<file path="config.mk">
export PLATFORM = sky130hd
export DESIGN_NAME = bldc_commutator
export DESIGN_NICKNAME = d
export VERILOG_FILES = /design/src/rtl/motor_pkg.sv /design/src/rtl/hall_filter.sv /design/src/rtl/bldc_commutator.sv
export SDC_FILE = /design/constraint.sdc
export NUM_CORES = 1
export LEC_CHECK = 0
export BUFFER_PORTS_ARGS = -buffer_cell sky130_fd_sc_hd__buf_2
export CAP_MARGIN = 5
export CORE_MARGIN = 2
export CORE_UTILIZATION = 55
export CTS_CLUSTER_SIZE = 10
export DETAILED_ROUTE_END_ITERATION = 8
export PLACE_DENSITY = 0.82
export SYNTH_ARGS = -nofsm -noshare
export SYNTH_HDL_FRONTEND = slang
export SYNTH_SLANG_ARGS = --single-unit
</file>
<file path="constraint.sdc">
create_clock -name clk -period 12.9 [get_ports clk]
set_clock_uncertainty 0.15 [all_clocks]
set_input_delay 0.645 -clock clk [delete_from_list [all_inputs] [get_ports clk]]
set_output_delay 0.645 -clock clk [all_outputs]
set_load 0.1 [all_outputs]
</file>
<file path="src/rtl/motor_pkg.sv">
// Shared motor-control types: FSM state encoding, sector constants and the
// hall-to-sector and sector-to-gate-pattern lookup tables (forward direction).
package motor_pkg;

  typedef enum logic [1:0] {
    IDLE  = 2'd0,
    DEAD  = 2'd1,
    RUN   = 2'd2,
    FAULT = 2'd3
  } state_t;

  localparam logic [2:0] SECTOR_INVALID = 3'd7;

  // Gate masks for one commutation step, bit order {C,B,A}.
  typedef struct packed {
    logic [2:0] hi;
    logic [2:0] lo;
  } gate_pat_t;

  // Hall code {h3,h2,h1} to sector 0..5; 000 and 111 are impossible codes.
  function automatic logic [2:0] hall_to_sector(input logic [2:0] h);
    case (h)
      3'b101:  return 3'd0;
      3'b100:  return 3'd1;
      3'b110:  return 3'd2;
      3'b010:  return 3'd3;
      3'b011:  return 3'd4;
      3'b001:  return 3'd5;
      default: return SECTOR_INVALID;
    endcase
  endfunction

  // Forward commutation table: hi = phase driven by PWM, lo = phase tied low.
  function automatic gate_pat_t sector_to_pattern(input logic [2:0] s);
    case (s)
      3'd0:    return '{hi: 3'b001, lo: 3'b010}; // A+ B-
      3'd1:    return '{hi: 3'b001, lo: 3'b100}; // A+ C-
      3'd2:    return '{hi: 3'b010, lo: 3'b100}; // B+ C-
      3'd3:    return '{hi: 3'b010, lo: 3'b001}; // B+ A-
      3'd4:    return '{hi: 3'b100, lo: 3'b001}; // C+ A-
      3'd5:    return '{hi: 3'b100, lo: 3'b010}; // C+ B-
      default: return '{hi: 3'b000, lo: 3'b000};
    endcase
  endfunction

endpackage

</file>
<file path="src/rtl/hall_filter.sv">
// Hall input conditioning: 2-FF synchroniser followed by a stability filter.
// A new code is accepted once the synchronised value has been seen on
// HALL_FILTER consecutive clocks; accept pulses for one cycle alongside it.
module hall_filter #(
  parameter int HALL_FILTER = 8
) (
  input  logic       clk,
  input  logic       reset_n,
  input  logic [2:0] hall,
  output logic [2:0] code,
  output logic       accept
);

  localparam int              CW       = $clog2(HALL_FILTER + 1);
  localparam logic [CW-1:0]   FILT_MAX = CW'(HALL_FILTER);

  logic [2:0]    sync1, sync2;
  logic [2:0]    cand;
  logic [CW-1:0] cnt;
  logic [CW-1:0] run_len;
  logic          accept_now;

  // Bring the asynchronous hall pins into the clk domain.
  // NOTE: state registers use non-blocking (<=) so every flop samples the
  // pre-edge value of its neighbours, giving a true two-stage pipeline.
  always_ff @(posedge clk or negedge reset_n) begin
    if (!reset_n) begin
      sync1 <= 3'b000;
      sync2 <= 3'b000;
    end else begin
      sync1 <= hall;
      sync2 <= sync1;
    end
  end

  // Length of the current run of identical samples, saturating at FILT_MAX.
  // NOTE: every output of a combinational block gets a default first so no
  // path leaves it unassigned, which would otherwise infer a latch.
  always_comb begin
    run_len = CW'(1);
    if (sync2 == cand) begin
      run_len = (cnt == FILT_MAX) ? cnt : cnt + 1'b1;
    end
  end

  assign accept_now = (run_len == FILT_MAX) && (sync2 != code);

  // Track the candidate run and commit it once it has been stable long enough.
  always_ff @(posedge clk or negedge reset_n) begin
    if (!reset_n) begin
      cand   <= 3'b000;
      cnt    <= '0;
      code   <= 3'b000;
      accept <= 1'b0;
    end else begin
      cand   <= sync2;
      cnt    <= run_len;
      accept <= accept_now;
      if (accept_now) code <= sync2;
    end
  end

endmodule

</file>
<file path="src/rtl/bldc_commutator.sv">
// Six-step BLDC commutation sequencer: filtered halls -> sector -> gate
// pattern with dead-time on every change; high side chopped by pwm_in.
// Optional macro STALL_DETECT_EN adds a stall timeout that faults in RUN.
module bldc_commutator
  import motor_pkg::*;
#(
  parameter int DEADTIME_CYCLES = 32,
  parameter int HALL_FILTER     = 8,
  parameter int STALL_TIMEOUT   = 3_200_000
) (
  input  logic               clk,
  input  logic               reset_n,
  input  logic               enable,
  input  logic               dir,
  input  logic               pwm_in,
  input  logic [2:0]         hall,
  output logic [2:0]         inh,
  output logic [2:0]         inl,
  output logic [2:0]         sector,
  output logic               fault,
  output logic signed [23:0] comm_count
);

  // Dead time is DEADTIME_CYCLES cycles in DEAD, so load one less and leave at 0.
  localparam int            DW        = $clog2(DEADTIME_CYCLES + 1);
  localparam logic [DW-1:0] DEAD_LOAD = DW'(DEADTIME_CYCLES - 1);

  state_t        state, state_next;
  logic [2:0]    code;
  logic          accept;
  logic [2:0]    sector_q;
  logic          dir_q;
  logic          hall_seen;
  logic [DW-1:0] dead_cnt;
  logic          dead_load;
  logic          sector_valid;
  logic          change;
  logic          stall_hit;
  gate_pat_t     pat_fwd, pat;
  logic [2:0]    sector_inc, sector_dec;

  hall_filter #(.HALL_FILTER(HALL_FILTER)) u_hall_filter (
    .clk     (clk),
    .reset_n (reset_n),
    .hall    (hall),
    .code    (code),
    .accept  (accept)
  );

  assign sector       = hall_to_sector(code);
  assign sector_valid = (sector != SECTOR_INVALID);
  assign change       = (sector != sector_q) || (dir != dir_q);
  assign fault        = (state == FAULT);

  // Reverse direction swaps the roles of the two conducting phases.
  assign pat_fwd = sector_to_pattern(sector);
  assign pat     = dir ? '{hi: pat_fwd.lo, lo: pat_fwd.hi} : pat_fwd;

  // Previous sector/dir for change detection; hall_seen blocks a fault on the
  // reset code 000 before the filter has accepted any real hall value.
  always_ff @(posedge clk or negedge reset_n) begin
    if (!reset_n) begin
      sector_q  <= SECTOR_INVALID;
      dir_q     <= 1'b0;
      hall_seen <= 1'b0;
    end else begin
      sector_q <= sector;
      dir_q    <= dir;
      if (accept) hall_seen <= 1'b1;
    end
  end

`ifdef STALL_DETECT_EN
  localparam int            SW         = $clog2(STALL_TIMEOUT + 1);
  localparam logic [SW-1:0] STALL_LAST = SW'(STALL_TIMEOUT - 1);
  logic [SW-1:0] stall_cnt;

  // Cycles spent in RUN since the last accepted hall change.
  always_ff @(posedge clk or negedge reset_n) begin
    if (!reset_n)                       stall_cnt <= '0;
    else if (state != RUN || accept)    stall_cnt <= '0;
    else                                stall_cnt <= stall_cnt + 1'b1;
  end

  assign stall_hit = (state == RUN) && (stall_cnt == STALL_LAST);
`else
  // Stall detection is compiled out; STALL_TIMEOUT has no effect.
  logic unused_stall_timeout;
  assign unused_stall_timeout = (STALL_TIMEOUT != 0);
  assign stall_hit = 1'b0;
`endif

  // State register.
  always_ff @(posedge clk or negedge reset_n) begin
    if (!reset_n) state <= IDLE;
    else          state <= state_next;
  end

  // Next-state logic; enable low overrides everything and returns to IDLE.
  always_comb begin
    state_next = state;
    dead_load  = 1'b0;
    if (!enable) begin
      state_next = IDLE;
    end else begin
      case (state)
        IDLE: begin
          if (sector_valid) begin
            state_next = DEAD;
            dead_load  = 1'b1;
          end else if (hall_seen) begin
            state_next = FAULT;
          end
        end
        DEAD: begin
          if (!sector_valid)        state_next = FAULT;
          else if (change)          dead_load  = 1'b1;
          else if (dead_cnt == '0)  state_next = RUN;
        end
        RUN: begin
          if (!sector_valid) begin
            state_next = FAULT;
          end else if (change) begin
            state_next = DEAD;
            dead_load  = 1'b1;
          end else if (stall_hit) begin
            state_next = FAULT;
          end
        end
        FAULT:   state_next = FAULT;
        default: state_next = IDLE;
      endcase
    end
  end

  // Dead-time down-counter, restarted on every pattern change.
  always_ff @(posedge clk or negedge reset_n) begin
    if (!reset_n)                            dead_cnt <= '0;
    else if (dead_load)                      dead_cnt <= DEAD_LOAD;
    else if (state == DEAD && dead_cnt != '0) dead_cnt <= dead_cnt - 1'b1;
  end

  // Registered gate drive: only RUN drives a pattern, so the two sides of a
  // leg can never be on together and all gates drop the cycle RUN is left.
  always_ff @(posedge clk or negedge reset_n) begin
    if (!reset_n) begin
      inh <= 3'b000;
      inl <= 3'b000;
    end else if (state_next == RUN) begin
      inh <= pat.hi & {3{pwm_in}};
      inl <= pat.lo;
    end else begin
      inh <= 3'b000;
      inl <= 3'b000;
    end
  end

  assign sector_inc = (sector_q == 3'd5) ? 3'd0 : sector_q + 3'd1;
  assign sector_dec = (sector_q == 3'd0) ? 3'd5 : sector_q - 3'd1;

  // Signed position count: adjacent steps only; jumps and invalid codes ignored.
  always_ff @(posedge clk or negedge reset_n) begin
    if (!reset_n) begin
      comm_count <= '0;
    end else if (accept && sector_valid && sector_q != SECTOR_INVALID) begin
      if (sector == sector_inc)      comm_count <= comm_count + 24'sd1;
      else if (sector == sector_dec) comm_count <= comm_count - 24'sd1;
    end
  end

endmodule

</file>
# [After elaboration in Yosys (flattened, before gate mapping)]
# Cells that the tools add are included.
[word_totals] reg_bits=60 output_inout_bits=34 in_bits=8
[classes] n_eq_ne=26 add_sub_neg=6 n_mux=27 bitwise=1 reduce_logical=14
[ops] cell="24-bit two-way mux" n=2
[ops] cell="6-bit case mux with 6 select lines" n=1
[ops] cell="24-bit by 2-bit adder with 24-bit output (second input constant)" n=1
[ops] cell="24-bit by 2-bit subtractor with 24-bit output (second input constant)" n=1
[ops] cell="3-bit equality test (second input constant)" n=6
[ops] cell="6-bit two-way mux" n=3
[ops] cell="3-bit case mux with 6 select lines" n=1
[ops] cell="2-bit two-way mux" n=8
[ops] cell="3-bit by 2-bit equality test with 1-bit output (second input constant)" n=4
[ops] cell="3-bit two-way mux" n=4
[ops] cell="3-bit equality test" n=3
[ops] cell="4-bit equality test (second input constant)" n=2
[ops] cell="4-bit two-way mux" n=2
[ops] cell="2-bit case mux with 4 select lines" n=1
[ops] cell="2-bit equality test (second input constant)" n=3
[ops] cell="3-bit by 1-bit equality test with 1-bit output (second input constant)" n=2
[ops] cell="3-bit zero test" n=2
[ops] cell="6-bit zero test" n=1
[ops] cell="3-bit != test" n=2
[ops] cell="3-bit != test (second input constant)" n=2
[ops] cell="6-bit nonzero test" n=1
[ops] cell="6-bit by 1-bit subtractor with 6-bit output (second input constant)" n=1
[ops] cell="4-bit by 1-bit adder with 4-bit output (second input constant)" n=1
[ops] cell="1-bit logical AND" n=4
[ops] cell="other kinds (12)" n=16

# [Longest topological paths before layout]
# Gate-level depths: netlist of run 1.
[logic_depth] word_depth=10 depth_mapped=16

# [Modules after synthesis]
# A second synthesis of run 1 with hierarchy kept.
[unflattened] hier_cells=393 hier_area_um2=3957.5
[modules_own_cells] module="bldc_commutator" cells_each=347 seq_area_each_um2=1079.8 area_each_um2=3289.4 n_inst=1
[modules_own_cells] module="hall_filter" cells_each=46 seq_area_each_um2=425.4 area_each_um2=668.1 n_inst=1

# [Worst setup path before layout of run 1]
# Ideal clock, no wire load.
[synth_timing] kind="register -> register" start="register u_hall_filter.code[2]" end="register comm_count[23]" arrival_time_ns=4.236 period_less_slack_ns=4.543 path_stages_with_launch=15 n_path_buf=0 slack_ns=8.357 path_cell_list="dfrtp_1 > nor2b_2 > a21oi_2 > xnor2_1 > a21oi_1 > or2_2 > ha_1 > a21o_1 > a21o_1 > a2111oi_0 > nand3_1 > o21ai_0 > xnor2_1 > nand2_1 > xnor2_1"
[synth_between] elab_chain_len=6 elab_cells_between_ends=15 cone_classes="eq/ne: 9; mux: 2; reduce/logical: 4"
[synth_rtl] element="start, declared" line_no="hall_filter.sv:10" rtl="output logic [2:0] code,"
[synth_rtl] element="start signal, assigned" line_no="hall_filter.sv:59" rtl="if (accept_now) code <= sync2;"
[synth_rtl] element="3-bit by 1-bit equality test with 1-bit output (tied with other cells)" line_no="motor_pkg.sv:22" rtl="case (h)"
[synth_rtl] element="3-bit case mux with 6 select lines (*)" line_no="motor_pkg.sv:22"
[synth_rtl] element="named net sector[2]" line_no="bldc_commutator.sv:19" rtl="output logic [2:0] sector,"
[synth_rtl] element="3-bit != test" line_no="bldc_commutator.sv:51" rtl="assign sector_valid = (sector != SECTOR_INVALID);"
[synth_rtl] element="1-bit logical AND (2 in a row)" line_no="bldc_commutator.sv:165" rtl="end else if (accept && sector_valid && sector_q != SECTOR_INVALID) begin"
[synth_rtl] element="2-bit AND reduction (no source line)"
[synth_rtl] element="end signal, assigned" line_no="bldc_commutator.sv:166" rtl="if (sector == sector_inc) comm_count <= comm_count + 24'sd1;"
[synth_rtl] element="end signal, assigned" line_no="bldc_commutator.sv:167" rtl="else if (sector == sector_dec) comm_count <= comm_count - 24'sd1;"
[synth_rtl] element="end, declared" line_no="bldc_commutator.sv:21" rtl="output logic signed [23:0] comm_count"
# Mark *: on every way through the listed nets, which the timed path passes. The rest lies on a longest branch.
# A chain may end at the register's enable or synchronous reset.

# [Final worst setup path of run 1]
[layout_timing] start="register u_hall_filter.code[2]" end="register comm_count[23]"
[layout_between] elab_chain_len=6 elab_cells_between_ends=15 cone_classes="eq/ne: 9; mux: 2; reduce/logical: 4"
[layout_rtl] element="3-bit by 1-bit equality test with 1-bit output (tied with other cells)" line_no="motor_pkg.sv:22"
[layout_rtl] element="3-bit case mux with 6 select lines (*)" line_no="motor_pkg.sv:22"
[layout_rtl] element="3-bit != test" line_no="bldc_commutator.sv:51"
[layout_rtl] element="1-bit logical AND (2 in a row)" line_no="bldc_commutator.sv:165"
[layout_rtl] element="2-bit AND reduction (no source line)"
# Every way passes the cells marked *; elsewhere a longest branch is shown, timed or not.

==> flow_metrics.env, run 1 <==
export IMPL_synth_edff_count=0
export IMPL_placed_cell_area_sq_mm=0.00428
export IMPL_max_cap_violations=0
export IMPL_ant_nets=0
export IMPL_clk_latency_ns=0.35
export IMPL_fillers=609
export IMPL_layout_nets=499
export IMPL_hold_violations=0
export IMPL_ys_top_cells_by_count="dfrtp_1 (57), nand2_1 (36), a21oi_1 (34), ha_1 (34), xnor2_1 (31)"
export IMPL_antenna_cells=0
export IMPL_holdPathEnd="u_hall_filter.sync2[1]"
export IMPL_vias=3201
export IMPL_postCtsSetupBuffers=0
export IMPL_die_x_um=89.4
export IMPL_post_route_drc_count=0
export IMPL_grt_start_max_net_pins=61
export IMPL_worstHoldPathCells=0
export IMPL_antenna_found_initial=0
export IMPL_min_delay_start="u_hall_filter.sync1[1]"
export IMPL_regArea_sq_mm=0.00151
export IMPL_synthDistinctLibCells=61
export IMPL_clock_root_buffer="clkbuf_8"
export IMPL_wl_per_cell_um=14.5
export IMPL_vdd_drop_max_uv=112
export IMPL_r2r_cells=14
export IMPL_setup_viol=0
export IMPL_cts_tree="yes"
export IMPL_synth_area_sq_mm=0.00401
export IMPL_drive_gt1_share_pct=20.2
export IMPL_place_inst=544
export IMPL_ys_ff_latch=60
export IMPL_post_cts_resized=0
export IMPL_dpl_hpwl_um=5830
export IMPL_p_leak_nw=2.25
export IMPL_r2r_slack_ns=8.28
export IMPL_synth_nets=457
export IMPL_postCtsHoldBufs=0
export IMPL_final_cells=560
export IMPL_io_buffer_count=41
export IMPL_slew_violations=0
export IMPL_r2r_end="comm_count[23]"
export IMPL_crit_path_start_kind="flop"
export IMPL_worstHoldPathType="flop to flop"
export IMPL_top_regs="comm_count: 24 flops, dead_cnt: 6 flops, u_hall_filter.cnt: 4 flops"
export IMPL_grt_pass1_wl_um=13400
export IMPL_setup_tns_ns=0
export IMPL_yosys_warnings=0
export IMPL_regMostFlops="comm_count"
export IMPL_setup_ws_ns=8.28
export IMPL_netlist_top_cells_area="dfrtp_1 (36%), ha_1 (11%), xnor2_1 (6.8%), mux2_2 (5.1%), a21oi_1 (4.2%)"
export IMPL_largest_reg_flops=24
export IMPL_powerDensity_mw_per_mm2=107
export IMPL_start_util_pct=56.2
export IMPL_ys_seq_area_share_pct=37.6
export IMPL_numCtsBuffers=9
export IMPL_fin_crit_sh_pct=35.8
export IMPL_whs_ns=0.203
export IMPL_drt_first_pass_iters=4
export IMPL_cp_arrival_ns=4.70
export IMPL_htreeDepth=3
export IMPL_fmax_mhz=216
export IMPL_async_flop_share_pct=100
export IMPL_slew_headroom_pct=49.8
export IMPL_path_max_fanout=25
export IMPL_path_class="flop to flop"
export IMPL_pin_count=42
export IMPL_viasPerCell=5.72
export IMPL_core_area_sq_mm=0.00714
export IMPL_endpoint_kind="flop"
export IMPL_place_worst_setup_slack_ns=8.39
export IMPL_overflow=0
export IMPL_postSynthCellCount=414
export IMPL_synth_most_common_cell="dfrtp_1"
export IMPL_synthFlopType="dfrtp_1"
export IMPL_rsz0062_at_grt="no"
export IMPL_r2r_start="u_hall_filter.code[2]"
export IMPL_final_cell_area_sq_mm=0.00451
export IMPL_yosysTopAreaCell="dfrtp_1"
export IMPL_cts_buffer_depth=2
export IMPL_gp_congestion=0.901
export IMPL_finalWirelength_um=8130
export IMPL_tightest_slew_ns=0.753
export IMPL_multi_input_area_sq_mm=0.00236
export IMPL_grt_pass1_vias=3056
export IMPL_syn_area_per_cell_sq_um=9.68
export IMPL_die_y_um=89.4
export IMPL_cts_sinks=60
export IMPL_rows=31
export IMPL_die_area_sq_mm=0.00799
export IMPL_worstPathRequired_ns=12.98
export IMPL_synth_top_cell_area_share_pct=35.6
export IMPL_period_minus_slack_ns=4.62
export IMPL_grt_usage_pct=21.7
export IMPL_path_clk_slew_ns=0.08
export IMPL_area_growth_pct=12.6
export IMPL_drtIter0Drc=123
export IMPL_status="complete, no violations"
==> where the power goes <==
group,switching [mW],internal (mW)
logic,0.0441,0.0277
registers,0.0110,0.200
clock network,0.0822,0.116
total,0.137,0.343
==> per-layer routing <==
layer / wire length, um / track usage [%] / share of wire, %
met5: 0 / 0 / 0
met1: 3550 / 25.7 / 44
met2: 4050 / 36.9 / 50
met3: 401 / 6.65 / 4.9
met4: 125 / 8.68 / 1.5
==> final cells by class <==
class,instances,area share [%]
clock inverter,6,2.11
tap,99,2.75
multi-input combinational,325,52.4
timing repair buffer,43,4.88
inverter,17,1.41
sequential,60,33.4
clock buffer,10,3.05
==> critical path, stage by stage (launching register included) <==
cell	delay (ns)
dfrtp_1	0.57
nor2b_2	0.38
nand2_1	0.09
nor3_1	0.33
a21oi_1	0.10
or2_2	0.56
ha_1	0.45
a21o_1	0.23
a21o_1	0.21
a2111oi_0	0.63
nand3_1	0.15
o21ai_0	0.26
xnor2_1	0.16
nand2_1	0.08
xnor2_1	0.14
==> placed cells by master, fill, tap and decap left out, types with 14 or more instances in the layout <==
cell     count
a21oi_1     34
o21ai_0     14
inv_1       17
mux2_2      18
nor2_1      27
ha_1        34
buf_2       41
xnor2_1     31
dfrtp_1     57
nand2_1     36
==> per-stage QoR <==
stage / util (%) / power [mW]
floorplan: - / 0.267
global placement: 59.9 / 0.281
detailed placement: 59.9 / 0.286
CTS: 63.2 / 0.485
global route: 63.2 / 0.506
finish: 63.2 / 0.481
==> cells by family after synthesis <==
| group | share of synthesized area, % |
|---|---|
| AND/OR/NAND/NOR | 17.5 |
| AO/OA/AOI/OAI | 15.5 |
| flip-flops | 37.6 |
| XOR/XNOR | 9.37 |
| adder cells (fa/ha/maj) | 11.1 |
| buffers and inverters | 3.43 |
| multiplexers | 5.56 |
==> worst max path at each step <==
stage,from,endpoint
finish,u_hall_filter.code[2],comm_count[23]
global route,u_hall_filter.code[2],comm_count[15]
global placement,u_hall_filter.code[2],comm_count[23]
CTS,u_hall_filter.code[2],comm_count[23]
detailed placement,u_hall_filter.code[2],comm_count[23]
floorplan,u_hall_filter.code[2],comm_count[23]
(Power assumes the default switching activity.)
==> run 2: changes to the inputs <==
Clock period 12.9 ns to 4.45 ns, I/O delays scaled along.
==> run 2 against run 1 <==
  * Worst setup slack lost 8.1 ns
  * Sequential cell count is the same
  * Cell area grew 2.1%
  * Total power grew to 2.8 times the previous value
  * Critical path depth grew 1
  * Hold slack lost 0.16 ns
  * Critical path type unchanged
  * Largest power group unchanged
==> flow_metrics.env, run 2 (same netlist as run 1, synthesis figures left out) <==
export IMPL_fin_crit_sh_pct=97.0
export IMPL_die_x_um=89.4
export IMPL_endpoint_kind="flop"
export IMPL_clk_latency_ns=0.34
export IMPL_holdPathEnd="state[0]"
export IMPL_status="complete, no violations"
export IMPL_antenna_cells=0
export IMPL_gp_congestion=0.944
export IMPL_worstPathCellList="or3b_1 -> a211o_1 -> nand2_1 -> a21oi_1 -> or2_2 -> buf_4 -> ha_1 -> nand4_1 -> o22ai_1 -> o21ba_2 -> a31oi_1 -> or2_2 -> o21ai_0 -> xnor2_1 -> mux2_2"
export IMPL_path_clk_slew_ns=0.07
export IMPL_worstPathRequired_ns=4.53
export IMPL_slowest_delay_ns=0.64
export IMPL_post_route_drc_count=0
export IMPL_largest_reg_flops=24
export IMPL_overflow=0
export IMPL_worstHoldPathType="primary input to flop"
export IMPL_r2r_end="comm_count[14]"
export IMPL_setup_viol=0
export IMPL_cts_sinks=60
export IMPL_clock_root_buffer="clkbuf_8"
export IMPL_grt_pass1_vias=3075
export IMPL_cp_arrival_ns=4.39
export IMPL_die_area_sq_mm=0.00799
export IMPL_power_mw=1.32
export IMPL_cts_buffer_depth=2
export IMPL_antenna_found_initial=0
export IMPL_rows=31
export IMPL_slew_headroom_pct=50.0
export IMPL_period_minus_slack_ns=4.32
export IMPL_crit_path_start_kind="flop"
export IMPL_r2r_cells=15
export IMPL_fmax_mhz=232
export IMPL_final_cell_mix="dfrtp_1 (57), buf_2 (41), nand2_1 (36), ha_1 (34), a21oi_1 (33)"
export IMPL_vdd_drop_max_uv=219
export IMPL_tightest_slew_ns=0.750
export IMPL_viasPerCell=5.66
export IMPL_drive_gt1_share_pct=21.4
export IMPL_grt_usage_pct=21.7
export IMPL_htreeDepth=3
export IMPL_r2r_slack_ns=0.13
export IMPL_final_core_util_pct=64.5
export IMPL_cts_tree="yes"
export IMPL_worstHoldPathCells=3
export IMPL_drt_first_pass_iters=4
export IMPL_hold_violations=0
export IMPL_path_max_fanout=9
export IMPL_slew_violations=0
export IMPL_regMostFlops="comm_count"
export IMPL_crit_top_cell="or2_2"
export IMPL_wl_per_cell_um=14.2
export IMPL_io_buffer_count=41
export IMPL_top_regs="comm_count: 24 flops, dead_cnt: 6 flops, u_hall_filter.cnt: 4 flops"
export IMPL_pin_count=42
export IMPL_layout_nets=511
export IMPL_vias=3240
export IMPL_powerDensity_mw_per_mm2=287
export IMPL_dpl_hpwl_um=5930
export IMPL_start_util_pct=56.2
export IMPL_r2r_start="sector_q[0]"
export IMPL_grt_pass1_wl_um=13500
export IMPL_final_cells=572
export IMPL_path_buf_inv=1
export IMPL_mostFrequentLayoutCell="dfrtp_1"
export IMPL_core_area_sq_mm=0.00714
export IMPL_min_delay_start="enable"
export IMPL_ant_nets=0
export IMPL_max_cap_violations=0
export IMPL_critical_path_top_delay_family="simple AND/OR/NAND/NOR gates"
export IMPL_place_inst=550
export IMPL_drtIter0Drc=178
export IMPL_die_y_um=89.4
export IMPL_area_growth_pct=14.9
export IMPL_path_class="flop to flop"
export IMPL_finalWirelength_um=8140
export IMPL_p_leak_nw=2.29
export IMPL_crit_slowest_cell="dfstp_2"
export IMPL_numCtsBuffers=9
export IMPL_grt_start_max_net_pins=61
export IMPL_setup_tns_ns=0
export IMPL_postCtsSetupBuffers=0
[run 2: cell count changes in the layout (fill, tap and decap cells not counted), sizes merged]
cell / previous run / this run
bufinv: 2 / 1
clkbuf: 10 / 12
dlygate4sd3: 0 / 6
buf: 43 / 49
clkinvlp: 0 / 1
inv: 19 / 17
[run 2: area by class of cell]
class                      count  area (sq um)
fill                         610          2530
clock inverter                 4          47.5
tap                           99           124
multi-input combinational    325          2380
clock buffer                  12           155
timing repair buffer          55           325
inverter                      17          63.8
sequential                    60          1510
[run 2: metal layers]
layer	vias to the layer above	global-route usage, %	routed length [um]
li1	1583	-	-
met1	1561	25.7	3590
met2	82	38.2	4090
met3	14	4.25	337
met4	0	9.09	131
met5	-	0	0
[run 2: what timing repair did]
| item | CTS | global route |
|---|---|---|
| endpoints found under the setup margin | 0 | 3 |
| hold buffers | 6 | 0 |
| resized for setup | 0 | 3 |
| hold endpoints to repair | 64 | 0 |
[run 2: worst max-delay path by stage]
stage                           from        endpoint  slack, ns  cells past startpoint
5_1_grt                  sector_q[0]  comm_count[14]      -0.03                     15
2_1_floorplan  u_hall_filter.code[2]  comm_count[23]       0.26                     14
6_report                 sector_q[0]  comm_count[14]       0.13                     15
3_3_place_gp             sector_q[0]  comm_count[18]       0.35                     15
3_5_place_dp             sector_q[0]  comm_count[18]       0.20                     15
4_1_cts                  sector_q[0]  comm_count[18]       0.18                     15
[run 2: through the flow]
stage | instance area (sq um) | hold slack (ns) | worst slack [ns]
floorplan | 4020 | -0.223 | 0.258
global placement | 4330 | 0.182 | 0.348
detailed placement | 4330 | 0.182 | 0.197
CTS | 4590 | 0.0274 | 0.176
global route | 4610 | 0.0549 | -0.0255
finish | 4610 | 0.0452 | 0.134
[run 2: where the power goes]
part           total, mW  internal, mW  leakage [nW]  switching, mW
Clock              0.501         0.287         0.102          0.214
Sequential         0.609         0.579         0.783         0.0295
Combinational      0.214        0.0846          1.41          0.129
[run 2: worst reg2reg max path: stages, from the launching register on]
cell	delay, ns
dfstp_2	0.64
or3b_1	0.38
a211o_1	0.26
nand2_1	0.08
a21oi_1	0.07
or2_2	0.42
buf_4	0.21
ha_1	0.36
nand4_1	0.16
o22ai_1	0.22
o21ba_2	0.19
a31oi_1	0.30
or2_2	0.22
o21ai_0	0.11
xnor2_1	0.16
mux2_2	0.27
